<file path="config.mk">
export PLATFORM = sky130hd
export DESIGN_NAME = pipeline_hazard_controller_flat
export DESIGN_NICKNAME = d
export VERILOG_FILES = /design/src/rtl/pipeline_hazard_controller_pkg.sv /design/src/rtl/pipeline_hazard_controller_if.sv /design/src/rtl/pipeline_hazard_controller_hazard_compare.sv /design/src/rtl/pipeline_hazard_controller.sv /design/src/flat_wrapper.sv
export SDC_FILE = /design/constraint.sdc
export NUM_CORES = 1
export LEC_CHECK = 0
export CAP_MARGIN = 20
export CELL_PAD_IN_SITES_DETAIL_PLACEMENT = 1
export CELL_PAD_IN_SITES_GLOBAL_PLACEMENT = 1
export CORE_ASPECT_RATIO = 1.25
export CORE_MARGIN = 10
export CORE_UTILIZATION = 27
export DETAILED_ROUTE_END_ITERATION = 8
export GPL_ROUTABILITY_DRIVEN = 0
export PLACE_DENSITY = 0.8
export SLEW_MARGIN = 5
export SYNTH_ARGS = -nofsm -noshare
export SYNTH_HDL_FRONTEND = slang
export SYNTH_SLANG_ARGS = --single-unit
</file>
<file path="constraint.sdc">
create_clock -name clk -period 3.8 [get_ports clk]
set_clock_uncertainty 0.1 [all_clocks]
set_input_delay 1.14 -clock clk [delete_from_list [all_inputs] [get_ports clk]]
set_output_delay 1.14 -clock clk [all_outputs]
set_load 0.01 [all_outputs]
</file>
<file path="src/rtl/pipeline_hazard_controller_pkg.sv">
// Shared types and constants for the pipeline hazard controller.
// Supplies REG_FILE_ADDR_LEN only when the wider codebase has not defined it.
// Also supplies HZ_STATE_LEN and the HZ_RUN, HZ_MEM_WAIT and HZ_ERR state encodings.
`ifndef REG_FILE_ADDR_LEN
`define REG_FILE_ADDR_LEN 5
`endif
`ifndef HZ_STATE_LEN
`define HZ_STATE_LEN 2
`define HZ_RUN 2'd0
`define HZ_MEM_WAIT 2'd1
`define HZ_ERR 2'd2
`endif

package pipeline_hazard_controller_pkg;
  localparam int REG_W   = `REG_FILE_ADDR_LEN;
  localparam int STATE_W = `HZ_STATE_LEN;
  // Wide enough for the largest legal MEM_TIMEOUT (65535).
  localparam int WAIT_W  = 16;

  typedef enum logic [STATE_W-1:0] {
    HZ_S_RUN      = `HZ_RUN,
    HZ_S_MEM_WAIT = `HZ_MEM_WAIT,
    HZ_S_ERR      = `HZ_ERR
  } hz_state_e;
endpackage

</file>
<file path="src/rtl/pipeline_hazard_controller_if.sv">
// Bundle between the pipeline stages (master) and the hazard controller (slave).
interface pipeline_hazard_controller_if #(
  parameter int CNT_W = 32
);
  import pipeline_hazard_controller_pkg::*;

  logic               forward_en;
  logic [REG_W-1:0]   src1;
  logic [REG_W-1:0]   src2;
  logic               is_imm;
  logic               st_or_bne;
  logic               br_taken;
  logic [REG_W-1:0]   exe_dest;
  logic               exe_wb_en;
  logic               exe_mem_r_en;
  logic [REG_W-1:0]   mem_dest;
  logic               mem_wb_en;
  logic               mem_req;
  logic               mem_ready;
  logic               hazard_detected;
  logic               pc_freeze;
  logic               if_id_freeze;
  logic               if_id_flush;
  logic               pipe_freeze;
  logic               mem_timeout_err;
  logic [STATE_W-1:0] state;
  logic [CNT_W-1:0]   stall_cnt;
  logic [CNT_W-1:0]   flush_cnt;
  logic [CNT_W-1:0]   memwait_cnt;

  modport master (
    output forward_en, src1, src2, is_imm, st_or_bne, br_taken,
           exe_dest, exe_wb_en, exe_mem_r_en, mem_dest, mem_wb_en,
           mem_req, mem_ready,
    input  hazard_detected, pc_freeze, if_id_freeze, if_id_flush,
           pipe_freeze, mem_timeout_err, state,
           stall_cnt, flush_cnt, memwait_cnt
  );

  modport slave (
    input  forward_en, src1, src2, is_imm, st_or_bne, br_taken,
           exe_dest, exe_wb_en, exe_mem_r_en, mem_dest, mem_wb_en,
           mem_req, mem_ready,
    output hazard_detected, pc_freeze, if_id_freeze, if_id_flush,
           pipe_freeze, mem_timeout_err, state,
           stall_cnt, flush_cnt, memwait_cnt
  );
endinterface

</file>
<file path="src/rtl/pipeline_hazard_controller_hazard_compare.sv">
// RAW / load-use detection of the ID sources against the EXE and MEM
// destinations. With forwarding only a load in EXE can stall; without it
// any writer in EXE or MEM stalls. Register 0 never hazards.
module hazard_compare
  import pipeline_hazard_controller_pkg::*;
(
  input  logic             forward_en,
  input  logic [REG_W-1:0] src1,
  input  logic [REG_W-1:0] src2,
  input  logic             is_imm,
  input  logic             st_or_bne,
  input  logic [REG_W-1:0] exe_dest,
  input  logic             exe_wb_en,
  input  logic             exe_mem_r_en,
  input  logic [REG_W-1:0] mem_dest,
  input  logic             mem_wb_en,
  output logic             raw_hz
);
  logic use1;
  logic use2;
  logic exe_hit;
  logic mem_hit;

  // Match used, non-zero sources against each in-flight destination.
  always_comb begin
    use1    = (src1 != '0);
    use2    = (!is_imm || st_or_bne) && (src2 != '0);
    exe_hit = (use1 && (src1 == exe_dest)) || (use2 && (src2 == exe_dest));
    mem_hit = (use1 && (src1 == mem_dest)) || (use2 && (src2 == mem_dest));
    if (forward_en) begin
      raw_hz = exe_mem_r_en && exe_wb_en && exe_hit;
    end else begin
      raw_hz = (exe_wb_en && exe_hit) || (mem_wb_en && mem_hit);
    end
  end
endmodule

</file>
<file path="src/rtl/pipeline_hazard_controller.sv">
// Pipeline hazard controller: stall/bubble/flush/freeze sequencing, memory
// wait FSM with a sticky watchdog. Define HAZARD_PERF_CNT_EN to build the
// saturating stall/flush/memwait counters; otherwise those ports read 0.
module pipeline_hazard_controller
  import pipeline_hazard_controller_pkg::*;
#(
  parameter int MEM_TIMEOUT = 64,
  parameter int CNT_W       = 32
) (
  input logic                   clk,
  input logic                   rst,
  pipeline_hazard_controller_if.slave bus
);
  localparam logic [WAIT_W-1:0] TIMEOUT_V = WAIT_W'(MEM_TIMEOUT);

  hz_state_e         state_q;
  logic [WAIT_W-1:0] wait_q;
  logic [WAIT_W-1:0] wait_inc;
  logic              err_q;
  logic              raw_hz;
  logic              mw;
  logic              frz;
  logic              hz_o;
  logic              stall_o;
  logic              flush_o;
  logic              freeze_o;

  function automatic logic [WAIT_W-1:0] wait_sat_inc(input logic [WAIT_W-1:0] v);
    return (&v) ? v : v + 1'b1;
  endfunction

  hazard_compare u_cmp (
    .forward_en   (bus.forward_en),
    .src1         (bus.src1),
    .src2         (bus.src2),
    .is_imm       (bus.is_imm),
    .st_or_bne    (bus.st_or_bne),
    .exe_dest     (bus.exe_dest),
    .exe_wb_en    (bus.exe_wb_en),
    .exe_mem_r_en (bus.exe_mem_r_en),
    .mem_dest     (bus.mem_dest),
    .mem_wb_en    (bus.mem_wb_en),
    .raw_hz       (raw_hz)
  );

  assign mw       = bus.mem_req && !bus.mem_ready;
  assign frz      = mw || ((state_q != HZ_S_RUN) && !bus.mem_ready);
  assign wait_inc = wait_sat_inc(wait_q);

  // Outputs are held low while reset is asserted, even with live inputs.
  assign freeze_o = rst && frz;
  assign hz_o     = rst && raw_hz && !frz;
  assign stall_o  = rst && (frz || raw_hz);
  assign flush_o  = rst && bus.br_taken && !raw_hz && !frz;

  assign bus.pipe_freeze     = freeze_o;
  assign bus.hazard_detected = hz_o;
  assign bus.pc_freeze       = stall_o;
  assign bus.if_id_freeze    = stall_o;
  assign bus.if_id_flush     = flush_o;
  assign bus.mem_timeout_err = err_q;
  assign bus.state           = state_q;

  // Memory-wait FSM with wait counter and sticky timeout flag.
  always_ff @(posedge clk or negedge rst) begin
    if (!rst) begin
      state_q <= HZ_S_RUN;
      wait_q  <= '0;
      err_q   <= 1'b0;
    end else begin
      case (state_q)
        HZ_S_RUN: begin
          if (mw) begin
            state_q <= HZ_S_MEM_WAIT;
            wait_q  <= WAIT_W'(1);
          end
        end
        HZ_S_MEM_WAIT: begin
          // A ready on the threshold cycle completes the access; no error.
          if (bus.mem_ready) begin
            state_q <= HZ_S_RUN;
            wait_q  <= '0;
          end else begin
            wait_q <= wait_inc;
            if (wait_inc >= TIMEOUT_V) begin
              state_q <= HZ_S_ERR;
              err_q   <= 1'b1;
            end
          end
        end
        HZ_S_ERR: begin
          if (bus.mem_ready) begin
            state_q <= HZ_S_RUN;
            wait_q  <= '0;
          end
        end
        default: begin
          state_q <= HZ_S_RUN;
          wait_q  <= '0;
        end
      endcase
    end
  end

`ifdef HAZARD_PERF_CNT_EN
  logic [CNT_W-1:0] stall_q;
  logic [CNT_W-1:0] flush_q;
  logic [CNT_W-1:0] memwait_q;

  function automatic logic [CNT_W-1:0] cnt_sat_inc(input logic [CNT_W-1:0] v);
    return (&v) ? v : v + 1'b1;
  endfunction

  // Saturating performance counters, cleared only by reset.
  always_ff @(posedge clk or negedge rst) begin
    if (!rst) begin
      stall_q   <= '0;
      flush_q   <= '0;
      memwait_q <= '0;
    end else begin
      if (hz_o)     stall_q   <= cnt_sat_inc(stall_q);
      if (flush_o)  flush_q   <= cnt_sat_inc(flush_q);
      if (freeze_o) memwait_q <= cnt_sat_inc(memwait_q);
    end
  end

  assign bus.stall_cnt   = stall_q;
  assign bus.flush_cnt   = flush_q;
  assign bus.memwait_cnt = memwait_q;
`else
  assign bus.stall_cnt   = '0;
  assign bus.flush_cnt   = '0;
  assign bus.memwait_cnt = '0;
`endif
endmodule
</file>
<file path="src/flat_wrapper.sv">
// flat-port wrapper written by rule: the top's interface ports become plain ports
module pipeline_hazard_controller_flat import pipeline_hazard_controller_pkg::*;
#(
  parameter int MEM_TIMEOUT = 64,
  parameter int CNT_W       = 32
)
  (clk, rst, bus_forward_en, bus_src1, bus_src2, bus_is_imm, bus_st_or_bne, bus_br_taken, bus_exe_dest, bus_exe_wb_en, bus_exe_mem_r_en, bus_mem_dest, bus_mem_wb_en, bus_mem_req, bus_mem_ready, bus_hazard_detected, bus_pc_freeze, bus_if_id_freeze, bus_if_id_flush, bus_pipe_freeze, bus_mem_timeout_err, bus_state, bus_stall_cnt, bus_flush_cnt, bus_memwait_cnt);
  pipeline_hazard_controller_if #(.CNT_W(CNT_W)) bus_i ();
  input logic clk;
  input logic rst;
  input wire logic [$bits(bus_i.forward_en)-1:0] bus_forward_en;
  input wire logic [$bits(bus_i.src1)-1:0] bus_src1;
  input wire logic [$bits(bus_i.src2)-1:0] bus_src2;
  input wire logic [$bits(bus_i.is_imm)-1:0] bus_is_imm;
  input wire logic [$bits(bus_i.st_or_bne)-1:0] bus_st_or_bne;
  input wire logic [$bits(bus_i.br_taken)-1:0] bus_br_taken;
  input wire logic [$bits(bus_i.exe_dest)-1:0] bus_exe_dest;
  input wire logic [$bits(bus_i.exe_wb_en)-1:0] bus_exe_wb_en;
  input wire logic [$bits(bus_i.exe_mem_r_en)-1:0] bus_exe_mem_r_en;
  input wire logic [$bits(bus_i.mem_dest)-1:0] bus_mem_dest;
  input wire logic [$bits(bus_i.mem_wb_en)-1:0] bus_mem_wb_en;
  input wire logic [$bits(bus_i.mem_req)-1:0] bus_mem_req;
  input wire logic [$bits(bus_i.mem_ready)-1:0] bus_mem_ready;
  output wire logic [$bits(bus_i.hazard_detected)-1:0] bus_hazard_detected;
  output wire logic [$bits(bus_i.pc_freeze)-1:0] bus_pc_freeze;
  output wire logic [$bits(bus_i.if_id_freeze)-1:0] bus_if_id_freeze;
  output wire logic [$bits(bus_i.if_id_flush)-1:0] bus_if_id_flush;
  output wire logic [$bits(bus_i.pipe_freeze)-1:0] bus_pipe_freeze;
  output wire logic [$bits(bus_i.mem_timeout_err)-1:0] bus_mem_timeout_err;
  output wire logic [$bits(bus_i.state)-1:0] bus_state;
  output wire logic [$bits(bus_i.stall_cnt)-1:0] bus_stall_cnt;
  output wire logic [$bits(bus_i.flush_cnt)-1:0] bus_flush_cnt;
  output wire logic [$bits(bus_i.memwait_cnt)-1:0] bus_memwait_cnt;
  assign bus_i.forward_en = bus_forward_en;
  assign bus_i.src1 = bus_src1;
  assign bus_i.src2 = bus_src2;
  assign bus_i.is_imm = bus_is_imm;
  assign bus_i.st_or_bne = bus_st_or_bne;
  assign bus_i.br_taken = bus_br_taken;
  assign bus_i.exe_dest = bus_exe_dest;
  assign bus_i.exe_wb_en = bus_exe_wb_en;
  assign bus_i.exe_mem_r_en = bus_exe_mem_r_en;
  assign bus_i.mem_dest = bus_mem_dest;
  assign bus_i.mem_wb_en = bus_mem_wb_en;
  assign bus_i.mem_req = bus_mem_req;
  assign bus_i.mem_ready = bus_mem_ready;
  assign bus_hazard_detected = bus_i.hazard_detected;
  assign bus_pc_freeze = bus_i.pc_freeze;
  assign bus_if_id_freeze = bus_i.if_id_freeze;
  assign bus_if_id_flush = bus_i.if_id_flush;
  assign bus_pipe_freeze = bus_i.pipe_freeze;
  assign bus_mem_timeout_err = bus_i.mem_timeout_err;
  assign bus_state = bus_i.state;
  assign bus_stall_cnt = bus_i.stall_cnt;
  assign bus_flush_cnt = bus_i.flush_cnt;
  assign bus_memwait_cnt = bus_i.memwait_cnt;
  pipeline_hazard_controller #(.MEM_TIMEOUT(MEM_TIMEOUT), .CNT_W(CNT_W)) u_core (.clk(clk), .rst(rst), .bus(bus_i));
endmodule
</file>
==> flow_results.org, run 1 <==
** Worst setup path
- Crit Path Class :: in2out
- Maximum cell stage delay along the critical path :: roughly 0.54 ns
- Worst path arrival time :: ~2.8 ns
- The critical path runs through a total of 8 cells.
- Data on the critical path is required at its endpoint by approximately 2.6 ns.
- Ordered list of cells on the worst path :: buf_6 -> or4_4 -> o22ai_4 -> nor4_2 -> a31oi_1 -> o32ai_2 -> nor4bb_2 -> buf_2
- Cell at the slowest stage of the critical path :: or4_4
- Largest fanout of any net on the critical path :: 3
- Counting both buffers and inverters, the worst setup path holds a total of 2.
- Gate family responsible for the most delay along the worst path :: simple AND/OR/NAND/NOR gates
- The worst setup path is launched from an input pin.
- The worst setup path is captured at an output port.
- Cell count of the worst reg-to-reg path :: 5

** Detailed routing
- Total routed wirelength :: between 7000 and 8000 um
- The first TritonRoute pass finished after 4 iterations.
- For this block, the initial DRC count from the detailed router was 82.
- Final routed wire length divided by cell count :: around 16 um
- In this run the remaining antenna-violating nets after routing total 0.
- In the routed design, unresolved DRC markers number 0.
- Detail-routed via count per cell :: approximately 4.3
- Vias after detailed routing :: between 1500 and 2000

** Global routing
- Leftover overflow at the end of global routing :: 0
- In the global route stage, met3 resource usage came out at around 3.4%.
- Largest net degree at the start of global routing :: 20
- In the global route stage, met1 resource usage came out at 12.63%.
- Global routing usage on met2 :: between 10% and 20%
- In the global route stage, overall resource usage came out at around 11%.
- After global routing, the most crowded layer is met2.
- Initial antenna violation count :: 0
- The number of global-route vias before repair was about 2300.
- First-pass GRT wire length :: roughly 12000 um

** Die
- Die Wd :: a little over 100 um
- The die is 124.5 um tall.
- 135 I/O pins were placed.
- Number of standard-cell rows in the floorplan :: 38
- The total area inside the core boundary comes to roughly 0.0086 mm^2.
- The die covers ~0.013 mm^2.
- The initial utilization of the core area, before any placement, comes to 27.41%.

** Synth
- Cell taking the most area after synthesis :: buf_4
- EDFF count, synth :: 0
- After technology mapping, the gate count stands at 293.
- For this run, asynchronously set or reset flops after synthesis account for 100.0%.
- Most instantiated flip-flop cell in the synthesis netlist :: dfrtp_1
- Dividing the synthesized area by the synthesized cell count gives 8.050 um^2.
- Seq/Total Area, Yosys :: 20.16%
- Area contributors post-synth :: buf_4, dfrtp_1, xor2_1
- Flops & latches, synth :: 19
- Number of library cell types mapped by synthesis :: 50
- Synth warn :: 0
- The share of synthesized area in the top cell type comes to a little under a third.
- Cell area after synthesis :: roughly 0.0024 mm^2

** Timing
- Setup repair after global routing could not meet its margin everywhere.
- Final setup violation count :: 4
- For this run, the top clock speed supported by timing is roughly 0.25 GHz.
- Period utilization :: 104.9%
- Max-slew headroom at the worst pin :: a little under three fifths
- Slew of the pin with the lowest slew margin :: around 0.67 ns
- Number of hold-slack violations in the final timing report :: 0
- The smallest clock period supported by the final layout is computed as between 3 and 4 ns.
- Max-slew violation count :: 0
- Across all setup checks in the final design, the least slack found is -0.1880 ns.

** Placement
- Once placement completed, the tool counted placed cells totaling about 460.
- Number of buffers added on ports :: 38
- Area post-placement :: ~0.0026 mm^2
- Half-perimeter wire length of the detailed placement result :: between 5000 and 6000 um

** Cells and area
- Post-layout instance count excluding filler cells :: approximately 460
- Number of inserted filler cells in the final layout :: between 1000 and 1500
- For this run, the post-layout net count is roughly 380.
- The post-route netlist has ~18% of its cells at a drive strength greater than 1.
- 0 antenna diodes ended up in the layout.
- Design Area, Final :: ~0.0027 mm^2
- Cells fill a little under a third of the core in the end.
- Area added between synthesis and finish :: 15.01%

** Min path
- Counting instances, the worst hold path has a depth of 1.
- In this run the worst hold path is classified as reg2reg.

** Run
- The tool flagged a number of max-cap violations equal to 0.

** Clocking
- Clk pin slew, worst setup/hold paths :: 0.08 ns
- Counting the buffers created by CTS gives 3.
- For this design, the CTS-stage hold fixing added 0 buffers.
- Clock tree from TritonCTS :: done
- The later pin in the worst-skew pair is clocked with a latency of between 0.2 and 0.3 ns.
- The tree is rooted in a clkbuf_8.
- H-Tree Depth :: 1
- The clock net in this run drives a total of 19 sinks.
- Maximum clock path buffer count :: 2

** Power and ir drop
- Cell Pwr Density :: between 200 and 300 mW/mm^2
- VDD IR max :: about 0.00014 V
- Static leakage power :: about 1.3 nW

** Status
- Failing checks :: setup timing
- The flow ran to the end, but the final reports show violations.
-- flip-flops by register name (all words and copies together), names as in the netlist --
signal and count:
u_core.bus.state 2, u_core.wait_q 16, u_core.bus.mem_timeout_err 1
-- layout by cell type, fill, tap and decap left out, types with 3 or more instances in the layout --
| cell | synthesis | routed |
|---|---|---|
| nand2_1 | 15 | 15 |
| xnor2_2 | 0 | 3 |
| dlymetal6s2s_1 | 0 | 5 |
| nor3_2 | 1 | 4 |
| dlygate4sd2_1 | 0 | 10 |
| dfrtp_1 | 19 | 19 |
| buf_6 | 1 | 4 |
| xnor2_1 | 11 | 8 |
| clkdlybuf4s50_1 | 0 | 11 |
| a21oi_1 | 12 | 12 |
| clkbuf_2 | 0 | 3 |
| a41oi_1 | 4 | 3 |
| xor2_1 | 13 | 12 |
| nor2_1 | 19 | 18 |
| a31oi_1 | 7 | 7 |
| nor4_2 | 1 | 3 |
| buf_2 | 4 | 6 |
| nand3_1 | 5 | 5 |
| buf_4 | 98 | 18 |
| nand4_1 | 8 | 8 |
| and2_1 | 3 | 3 |
| inv_1 | 6 | 5 |
| conb_1 | 1 | 96 |
| nor3_1 | 7 | 4 |
| clkbuf_8 | 0 | 3 |
| o21ai_0 | 15 | 15 |
-- routing by layer --
metal	vias up	wire (um)
li1	922	-
met1	959	3061
met2	101	3620
met3	6	587
met4	0	94
met5	-	0
-- worst register-to-register path, cell delays in order (launching register included) --
cell	delay, ns
dfrtp_1	0.49
nand4_2	0.37
nor4_1	0.47
mux2i_1	0.28
nand4_1	0.25
a211o_1	0.35
-- power breakdown --
| part | switching [W] | total (W) | internal, W |
|---|---|---|---|
| logic | 0.000196 | 0.000321 | 0.000125 |
| registers | 0.0000340 | 0.000252 | 0.000218 |
| clock network | 0.0000731 | 0.000148 | 0.0000748 |
| total | 0.000303 | 0.000721 | 0.000418 |
-- layout make-up --
| type | instances | area (um^2) | share of cell area [%] |
|---|---|---|---|
| sequential | 19 | 475.5 | 17.53 |
| tap | 120 | 150.1 | 5.535 |
| multi-input combinational | 256 | 1534 | 56.55 |
| timing repair buffer | 57 | 485.5 | 17.90 |
| clock buffer | 4 | 45.04 | 1.661 |
| inverter | 6 | 22.52 | 0.8303 |
-- what timing repair did --
action,4_1_cts,5_1_grt
pin swaps,11,14
buffers inserted,1,1
setup endpoints to repair,5,5
resized for setup,60,20
-- worst paths after layout --
path | start | to | slack (ns)
setup / recovery | bus_src2[2] | bus_if_id_flush | -0.19
hold / removal | u_core.wait_q[5] | u_core.wait_q[5] | 0.47
setup reg to reg | u_core.wait_q[3] | u_core.bus.state[1] | 1.38
hold reg to reg | u_core.wait_q[5] | u_core.wait_q[5] | 0.47
max in group asynchronous | rst | u_core.wait_q[14] | 2.13
min in group asynchronous | rst | u_core.wait_q[6] | 1.26
-- cells in the mapped netlist (2+ instances only) --
cell,instances
nand4_1,8
a31oi_1,7
a21o_1,2
nand2_1,15
inv_1,6
xnor2_1,11
and3_1,2
nand4_2,2
nor4_1,3
nand3_1,5
and4_1,2
and2_1,3
o31ai_1,2
a21oi_1,12
buf_2,4
o21ai_0,15
a41oi_1,4
dfrtp_1,19
nor4_4,2
mux2i_1,2
buf_4,98
nor2_1,19
o32ai_1,2
xor2_1,13
clkbuf_1,4
nor3_1,7
-- logic make-up (layout without fill, tap and decap cells) --
group	count (synthesis)	after routing	synth area share, %
buf+inv	113	67	34.11
simple gates	78	78	19.89
compound gates	55	55	15.38
xor+xnor	24	24	8.912
flops	19	19	20.16
mux	2	2	0.8488
fa+ha+maj	1	1	0.5304
other cells	1	96	0.1590
-- metrics by stage --
| stage | TNS [ns] | power, W | hold slack (ns) | worst slack (ns) |
|---|---|---|---|---|
| after global placement | -3.385 | 0.0005494 | 0.4289 | -0.9328 |
| after CTS | -0.6198 | 0.0007133 | 0.4674 | -0.2516 |
| after detailed placement | -3.789 | 0.0005642 | 0.4614 | -1.054 |
| final | -0.5121 | 0.0007214 | 0.4710 | -0.1880 |
| after floorplan | 0 | 0.0005082 | 0.4027 | 0.04276 |
| after global routing | -0.8220 | 0.0007808 | 0.5131 | -0.2436 |
Note: power is estimated with default switching activity, not from simulation.
==> run 2: changes to the inputs <==
--- a/config.mk
+++ b/config.mk
@@ -5,6 +5,7 @@
 export SDC_FILE = /design/constraint.sdc
 export NUM_CORES = 1
 export LEC_CHECK = 0
+export ABC_CLOCK_PERIOD_IN_PS = 3800
 export CAP_MARGIN = 20
 export CELL_PAD_IN_SITES_DETAIL_PLACEMENT = 1
 export CELL_PAD_IN_SITES_GLOBAL_PLACEMENT = 1
==> constraint.sdc (replaced) <==
create_clock -name clk -period 3.8 [get_ports clk]
set_clock_uncertainty 0.1 [all_clocks]
set_input_delay 0.76 -clock clk [delete_from_list [all_inputs] [get_ports clk]]
set_output_delay 0.76 -clock clk [all_outputs]
set_load 0.01 [all_outputs]
==> run 2 against run 1 <==
Compared with the run above: the flow now finishes without violations; cell count decreased by 2.8%; global-route usage decreased by 0.88 points; maximum frequency increased by 10%; critical path depth unchanged; register-to-register slack got worse by 0.04 ns; largest cell class unchanged.
==> flow_results.org, run 2 (synthesis results as in run 1) <==
** Status
- The flow ran to the end, and the final reports show no timing, DRC or antenna violations.

** Timing
- The final number of max-transition violations is 0.
- Headroom to the max-slew limit came out at ~61%.
- Period utilization :: between 90% and 100%
- The number of hold violations in the final report came to 0.
- For the final routed database, the setup TNS stands at 0 ns.
- Final setup violation count :: 0
- Timing would allow up to 0.2762 GHz.
- RSZ-0062 raised after global routing :: no
- Slew of the pin with the lowest slew margin :: 0.5821 ns
- Tmin final :: about 3.6 ns

** Detailed routing
- Detailed-routing iteration count for the pre-antenna-repair pass :: 4
- After detailed routing, the number of remaining DRC violations is 0.
- After detailed routing, the number of vias per cell comes to 4.269.
- Vias after detailed routing :: roughly 1900
- After detailed routing, the total wire length is approximately 6800 um.
- Final routed wire length divided by cell count :: 15.25 um
- Antenna-violating nets left :: 0
- The detailed router finished its first iteration with 80 violations.

** Die
- Die Outline Area :: 0.01290 mm^2
- After floorplanning, the core was sized to cover approximately 0.0086 mm^2.
- Die Wd :: a little over 100 um
- Initial standard-cell utilization of the core :: 27.41%
- Number of standard-cell rows in the floorplan :: 38
- In this run the vertical extent of the chip is around 120 um.
- Boundary Pins :: 135

** Global routing
- Leftover overflow at the end of global routing :: 0
- Vias in the first global route :: between 2000 and 2500
- For this run, the total global-route usage over all layers was measured as a little over 10%.
- Entering global routing, the biggest net connects 20 pins.
- The number of antenna violations at the first check in global routing is 0.
- First-pass GRT wire length :: approximately 11000 um

** Min path
- Hold Path Cell Cnt :: 1
- The worst hold path terminates at u_core.wait_q[5].
- Type of the worst min-delay path :: reg2reg
- The worst hold path begins at u_core.wait_q[5].

** Clocking
- Number of buffers inserted by hold repair at cts :: 0
- In this run the deepest clock path goes through 2 buffers.
- Clock root buffer :: clkbuf_8
- Clock tree from TritonCTS :: done
- After clock tree synthesis, the clock-pin slew on the worst setup and hold paths is about 0.080 ns.
- Clock tree synthesis found a total of 19 sinks.
- Clock buffers created by TritonCTS :: 3
- At the later pin of the worst-skew pair, clock insertion delay measures 0.26 ns.
- H-Tree Depth :: 1

** Cells and area
- The net count of the finished layout is 362.
- Post-layout instance count excluding filler cells :: 449
- Number of antenna cells inserted :: 0
- Finished Core Util :: 29.75%
- Fraction of final layout cells with drive strength greater than 1 :: 7.295%
- Number of flip-flops under the largest register name :: 16
- After routing the design area is ~0.0026 mm^2.
- In the layout the commonest cells are conb_1, clkdlybuf4s50_1, nor2_1, dfrtp_1.
- Area added between synthesis and finish :: 8.541%
- The library cell used most frequently in the layout, excluding fill and tap cells, is conb_1.
- More flip-flops sit in one register than any other, and that register is u_core.wait_q.

** Worst setup path
- Kind of end point of the critical path :: output port
- Slack of the worst reg-to-reg path :: 1.34 ns
- In this run the critical register-to-register path is launched from u_core.wait_q[0].
- The worst register-to-register path ends at u_core.bus.state[1].
- Largest fanout of any net on the critical path :: 3
- STA puts the critical path data arrival time at 2.76 ns.
- Counting cells, the worst reg-to-reg path comes to 7.
- The setup path with the least slack is of type in2out.
- STA puts the critical path data required time at 2.94 ns.
- The worst setup path is launched from an input pin.

** Power and ir drop
- The worst-case IR drop observed on VDD is around 0.00014 V.
- For this design the ratio of total power to cell area is about 270 mW/mm^2.
- Final Total Pwr :: 0.0006944 W
- Static leakage power :: 1.160 nW

** Run
- The tool flagged a number of max-cap violations equal to 0.

** Placement
- Cell count after placement :: around 450
- Half-perimeter wire length of the detailed placement result :: approximately 5700 um
- After detailed placement, the total cell area comes to approximately 0.0025 mm^2.
- Port buffering added 38 buffers.
-- run 2: changes by cell type in the layout (fill, tap and decap cells not counted), moves of 3 or more --
cell	before	now
nor3_2	4	1
buf_2	6	0
dlygate4sd2_1	10	3
xnor2_1	8	11
buf_6	4	0
clkdlybuf4s50_1	11	34
nor3_1	4	7
xnor2_2	3	0
dlymetal6s2s_1	5	0
buf_4	18	6
-- run 2: area by class of cell --
class | instances | area [um^2]
multi-input cells | 256 | 1449
inverters | 6 | 22.52
clock buffers | 3 | 41.29
clock inverters | 1 | 5.005
repair buffers | 44 | 416.7
well taps | 120 | 150.1
flip-flops and latches | 19 | 475.5
fillers | 1088 | 6046
-- run 2: per-stage QoR --
step | hold slack [ns] | setup WS (ns)
after floorplan | 0.3644 | 0.7346
after global placement | 0.4380 | -0.1742
after detailed placement | 0.4547 | -0.2231
after CTS | 0.4787 | 0.1064
after global routing | 0.5201 | 0.04013
final | 0.4752 | 0.1788
-- run 2: timing repair --
action                                  in CTS  in global routing
setup buffers                                0                  0
gates cloned                                 0                  0
endpoints found under the setup margin       4                  1
resized for setup                            6                  3
-- run 2: metal layers --
layer,track usage (%),part of all wire [%]
met3,2.795,7.1
met4,3.328,2.0
met2,17.38,49
met5,0,0
met1,11.68,42
-- run 2: critical path, stage by stage --
cell and delay (ns):
clkdlybuf4s50_1 0.42, or4_1 0.55, o22ai_2 0.13, nor4_1 0.08, a41oi_1 0.21, o32ai_2 0.13, o21a_1 0.20, dlygate4sd2_1 0.29
-- run 2: worst max path at each step --
stage	endpoint	from	depth (start not counted)	slack, ns
2_1_floorplan	bus_if_id_flush	bus_src2[1]	6	0.73
3_3_place_gp	bus_if_id_flush	bus_src2[1]	8	-0.17
3_5_place_dp	bus_if_id_flush	bus_src2[1]	8	-0.22
4_1_cts	bus_if_id_flush	bus_src2[1]	8	0.11
5_1_grt	bus_pc_freeze	bus_src2[1]	8	0.04
6_report	bus_pc_freeze	bus_src2[1]	8	0.18
-- run 2: power breakdown --
group / leakage (nW) / internal, W / switching [W] / total [W]
combinational: 0.874 / 0.000116 / 0.000184 / 0.000300
sequential: 0.260 / 0.000218 / 0.0000316 / 0.000250
clock: 0.0255 / 0.0000730 / 0.0000718 / 0.000145
==> run 3: changes to the inputs <==
--- a/config.mk
+++ b/config.mk
@@ -14,8 +14,9 @@
 export CORE_UTILIZATION = 27
 export DETAILED_ROUTE_END_ITERATION = 8
 export GPL_ROUTABILITY_DRIVEN = 0
-export PLACE_DENSITY = 0.8
-export SLEW_MARGIN = 5
+export PLACE_DENSITY_LB_ADDON = 0.2
+export SLEW_MARGIN = 30
 export SYNTH_ARGS = -nofsm -noshare
 export SYNTH_HDL_FRONTEND = slang
 export SYNTH_SLANG_ARGS = --single-unit
+export TNS_END_PERCENT = 1
==> run 3 against run 2 <==
Compared with the run above: first-iteration DRC count decreased by 7.5%; maximum frequency down 0.95%; cell count grew 0.22%; critical path type unchanged; via count shrank 1.4%.
==> flow_results.org, run 3 (synthesis results as in run 1) <==
** Timing
- Max-slew headroom at the worst pin :: between 50% and 60%
- Slew of the pin with the lowest slew margin :: just over 0.6 ns
- Period utilization :: a little over nine tenths
- The number of hold violations in the final report was 0.
- Fmax :: between 0.2 and 0.3 GHz
- RSZ-0062 raised after global routing :: no
- After layout, the minimum clock period comes to 3.656 ns.
- Max-slew violation count :: 0
- Final setup violation count :: 0

** Status
- Result of the run :: complete, no violations

** Clocking
- Number of buffers inserted by hold repair at cts :: 0
- Clk pin slew, worst setup/hold paths :: 0.08 ns
- Counting every sink on the clock net gives 19.
- TritonCTS built the clock tree.
- The tree is rooted in a clkbuf_8.
- In this run the number of H-tree levels came out at 1.
- Maximum clock path buffer count :: 2
- Post-CTS setup buffer count :: 0
- In this run, CTS created clock tree buffers numbering 3.
- Insertion delay to the later sink of the worst-skew pair :: between 0.2 and 0.3 ns

** Power and ir drop
- Sequential cell fraction of total power :: around 35%
- Combinational share of power :: a little over two fifths
- Power Internal :: 0.0004101 W
- Per report_power, the clock group accounts for between 20 and 25% of the total.
- IR analysis of the VDD net gives a maximum drop of 0.0001002 V.
- Net switching is between 40% and 50% of the power.
- Cell Pwr Density :: 275.7 mW/mm^2
- In this run the power spent charging and discharging nets is between 0.0002 and 0.0003 W.
- Final Total Pwr :: slightly above 0.0007 W
- Static leakage power :: 1.175 nW

** Detailed routing
- The first detailed-routing pass ran for 4 iterations.
- Met2 routed wirelength :: around 3500 um
- In the final routed layout, each cell accounts on average for roughly 16 um.
- Antenna-violating nets left :: 0
- After detailed routing, the total wire length is between 7000 and 8000 um.
- Detail-routed via count per cell :: approximately 4.2
- Total length of routed met3 wires :: 436 um
- Met1 Routed Length :: about 3200 um
- Highest routing layer actually used :: met4
- DRC :: 0
- The detailed router placed roughly 1900 vias in this run.
- In this run, the number of DRC markers left after iteration 0 of detailed routing was 74.

** Placement
- During placement, the flow inserted port buffers numbering 38.
- Counting tap cells, the placed design contains a total of 446 instances.
- Area post-placement :: between 0.002 and 0.003 mm^2
- The HPWL after detailed placement is 5856 um.

** Worst setup path
- Worst path arrival time :: 2.80 ns
- The critical path in this run is classified as in2out.
- Req. time, crit path :: about 2.9 ns
- Ordered list of cells on the worst path :: clkdlybuf4s50_1 -> or4_1 -> o22ai_2 -> nor4_1 -> a41oi_1 -> o32ai_2 -> o21a_1 -> dlygate4sd2_1
- Cell at the slowest stage of the critical path :: or4_1
- Kind of end point of the critical path :: output port
- Maximum cell stage delay along the critical path :: about 0.55 ns
- Buf+Inv Stages, Crit Path :: 2
- Gate family responsible for the most delay along the worst path :: buffers and inverters
- Of all nets on the critical path, the largest fanout is 3.
- The worst setup path is launched from an input pin.

** Global routing
- The number of global-route vias before repair is 2075.
- Largest net degree at the start of global routing :: 20
- The number of antenna violations at the first check in global routing was 0.
- The total overflow left after global routing is 0.
- Global routing consumed, over all layers together, 10.56% of the routing resources.
- The first global-routing pass estimated 11520 um of wire.

** Cells and area
- The layout has between 1000 and 1500 filler cells.
- Commonest cells after routing, fill and taps aside :: conb_1, clkdlybuf4s50_1, nor2_1, dfrtp_1
- In the final design database the tool counted 363 nets.
- Leaving out fill and tap cells, the most frequent cell in the layout is conb_1.
- 0 antenna diodes ended up in the layout.
- Number of flip-flops under the largest register name :: 16
- More flip-flops sit in one register than any other, and that register is u_core.wait_q.
- The count of cells in the finished layout, fillers not included, comes to 450.
- Compared with the post-synthesis result, the final layout area differs by 8.965%.
- Design Area, Final :: 0.002570 mm^2
- Of the cells placed in the final design, the portion with a size suffix greater than 1 is just over 7%.

** Die
- During I/O placement, the number of pins put on the boundary was roughly 140.
- The core region is roughly 0.0086 mm^2.
- Initial standard-cell utilization of the core :: a little over a quarter
- Measured along the y axis, the die boundary spans between 100 and 150 um.
- Die Wd :: 103.6 um
- Number of standard-cell rows in the floorplan :: 38
- Die Outline Area :: 0.01290 mm^2

** Run
- Number of violations of the max-capacitance limit :: 0

** Min path
- In this run the worst hold path is classified as reg2reg.
-- run 3: cell count changes in the layout (fill, tap and decap cells not counted), sizes merged --
cell	before	now
dlygate4sd2	3	2
dlymetal6s2s	0	1
clkinv	1	0
clkbuf	4	5
buf	6	7
-- run 3: final timing paths --
path                             startpoint             endpoint  slack (ns)  cells after the start
max                             bus_src2[1]     bus_if_id_freeze        0.14                      8
min                        u_core.wait_q[5]     u_core.wait_q[5]        0.46                      1
max reg2reg                u_core.wait_q[3]  u_core.bus.state[1]        1.34                      5
min reg2reg                u_core.wait_q[5]     u_core.wait_q[5]        0.46                      1
max in group asynchronous               rst     u_core.wait_q[7]        2.46                      2
min in group asynchronous               rst     u_core.wait_q[1]        0.92                      2
-- run 3: power groups by stage --
| stage | Combinational, W | Clock (W) | Sequential, W |
|---|---|---|---|
| 2_1_floorplan | 0.000265 | 0 | 0.000242 |
| 3_3_place_gp | 0.000297 | 0 | 0.000254 |
| 3_5_place_dp | 0.000303 | 0 | 0.000256 |
| 4_1_cts | 0.000303 | 0.000159 | 0.000252 |
| 5_1_grt | 0.000346 | 0.000166 | 0.000257 |
| 6_report | 0.000304 | 0.000154 | 0.000251 |
-- run 3: layout make-up --
class	count	area, um^2	area share (%)
sequential	19	475.5	18.50
tap	120	150.1	5.842
multi-input combinational	256	1449	56.38
timing repair buffer	45	427.9	16.65
inverter	6	22.52	0.8763
clock buffer	4	45.04	1.753
-- run 3: routing by layer --
metal / track usage, % / vias up
li1: - / 899
met1: 12.90 / 903
met2: 18.31 / 84
met3: 2.536 / 5
met4: 1.997 / 0
met5: 0 / -
-- run 3: worst reg2reg max path, stage by stage, from the launching register on --
cell,delay [ns]
dfrtp_1,0.49
nand4_2,0.39
nor4_1,0.51
mux2i_1,0.29
nand4_1,0.24
a211o_1,0.35
-- run 3: per-stage QoR --
stage | TNS [ns] | setup slack (ns) | hold slack, ns | utilization [%]
final | 0 | 0.1441 | 0.4586 | 29.86
after global routing | 0 | 0.008986 | 0.4983 | 29.86
after CTS | -0.01350 | -0.01350 | 0.4595 | 29.88
after detailed placement | -0.4743 | -0.2488 | 0.4481 | 29.24
after global placement | -0.2827 | -0.1974 | 0.4395 | 29.24
after floorplan | 0 | 0.7346 | 0.3644 | -
-- run 3: repair_timing --
action,4_1_cts,5_1_grt
gates resized for setup,5,4
setup endpoints to repair,4,2
pin swaps,0,1
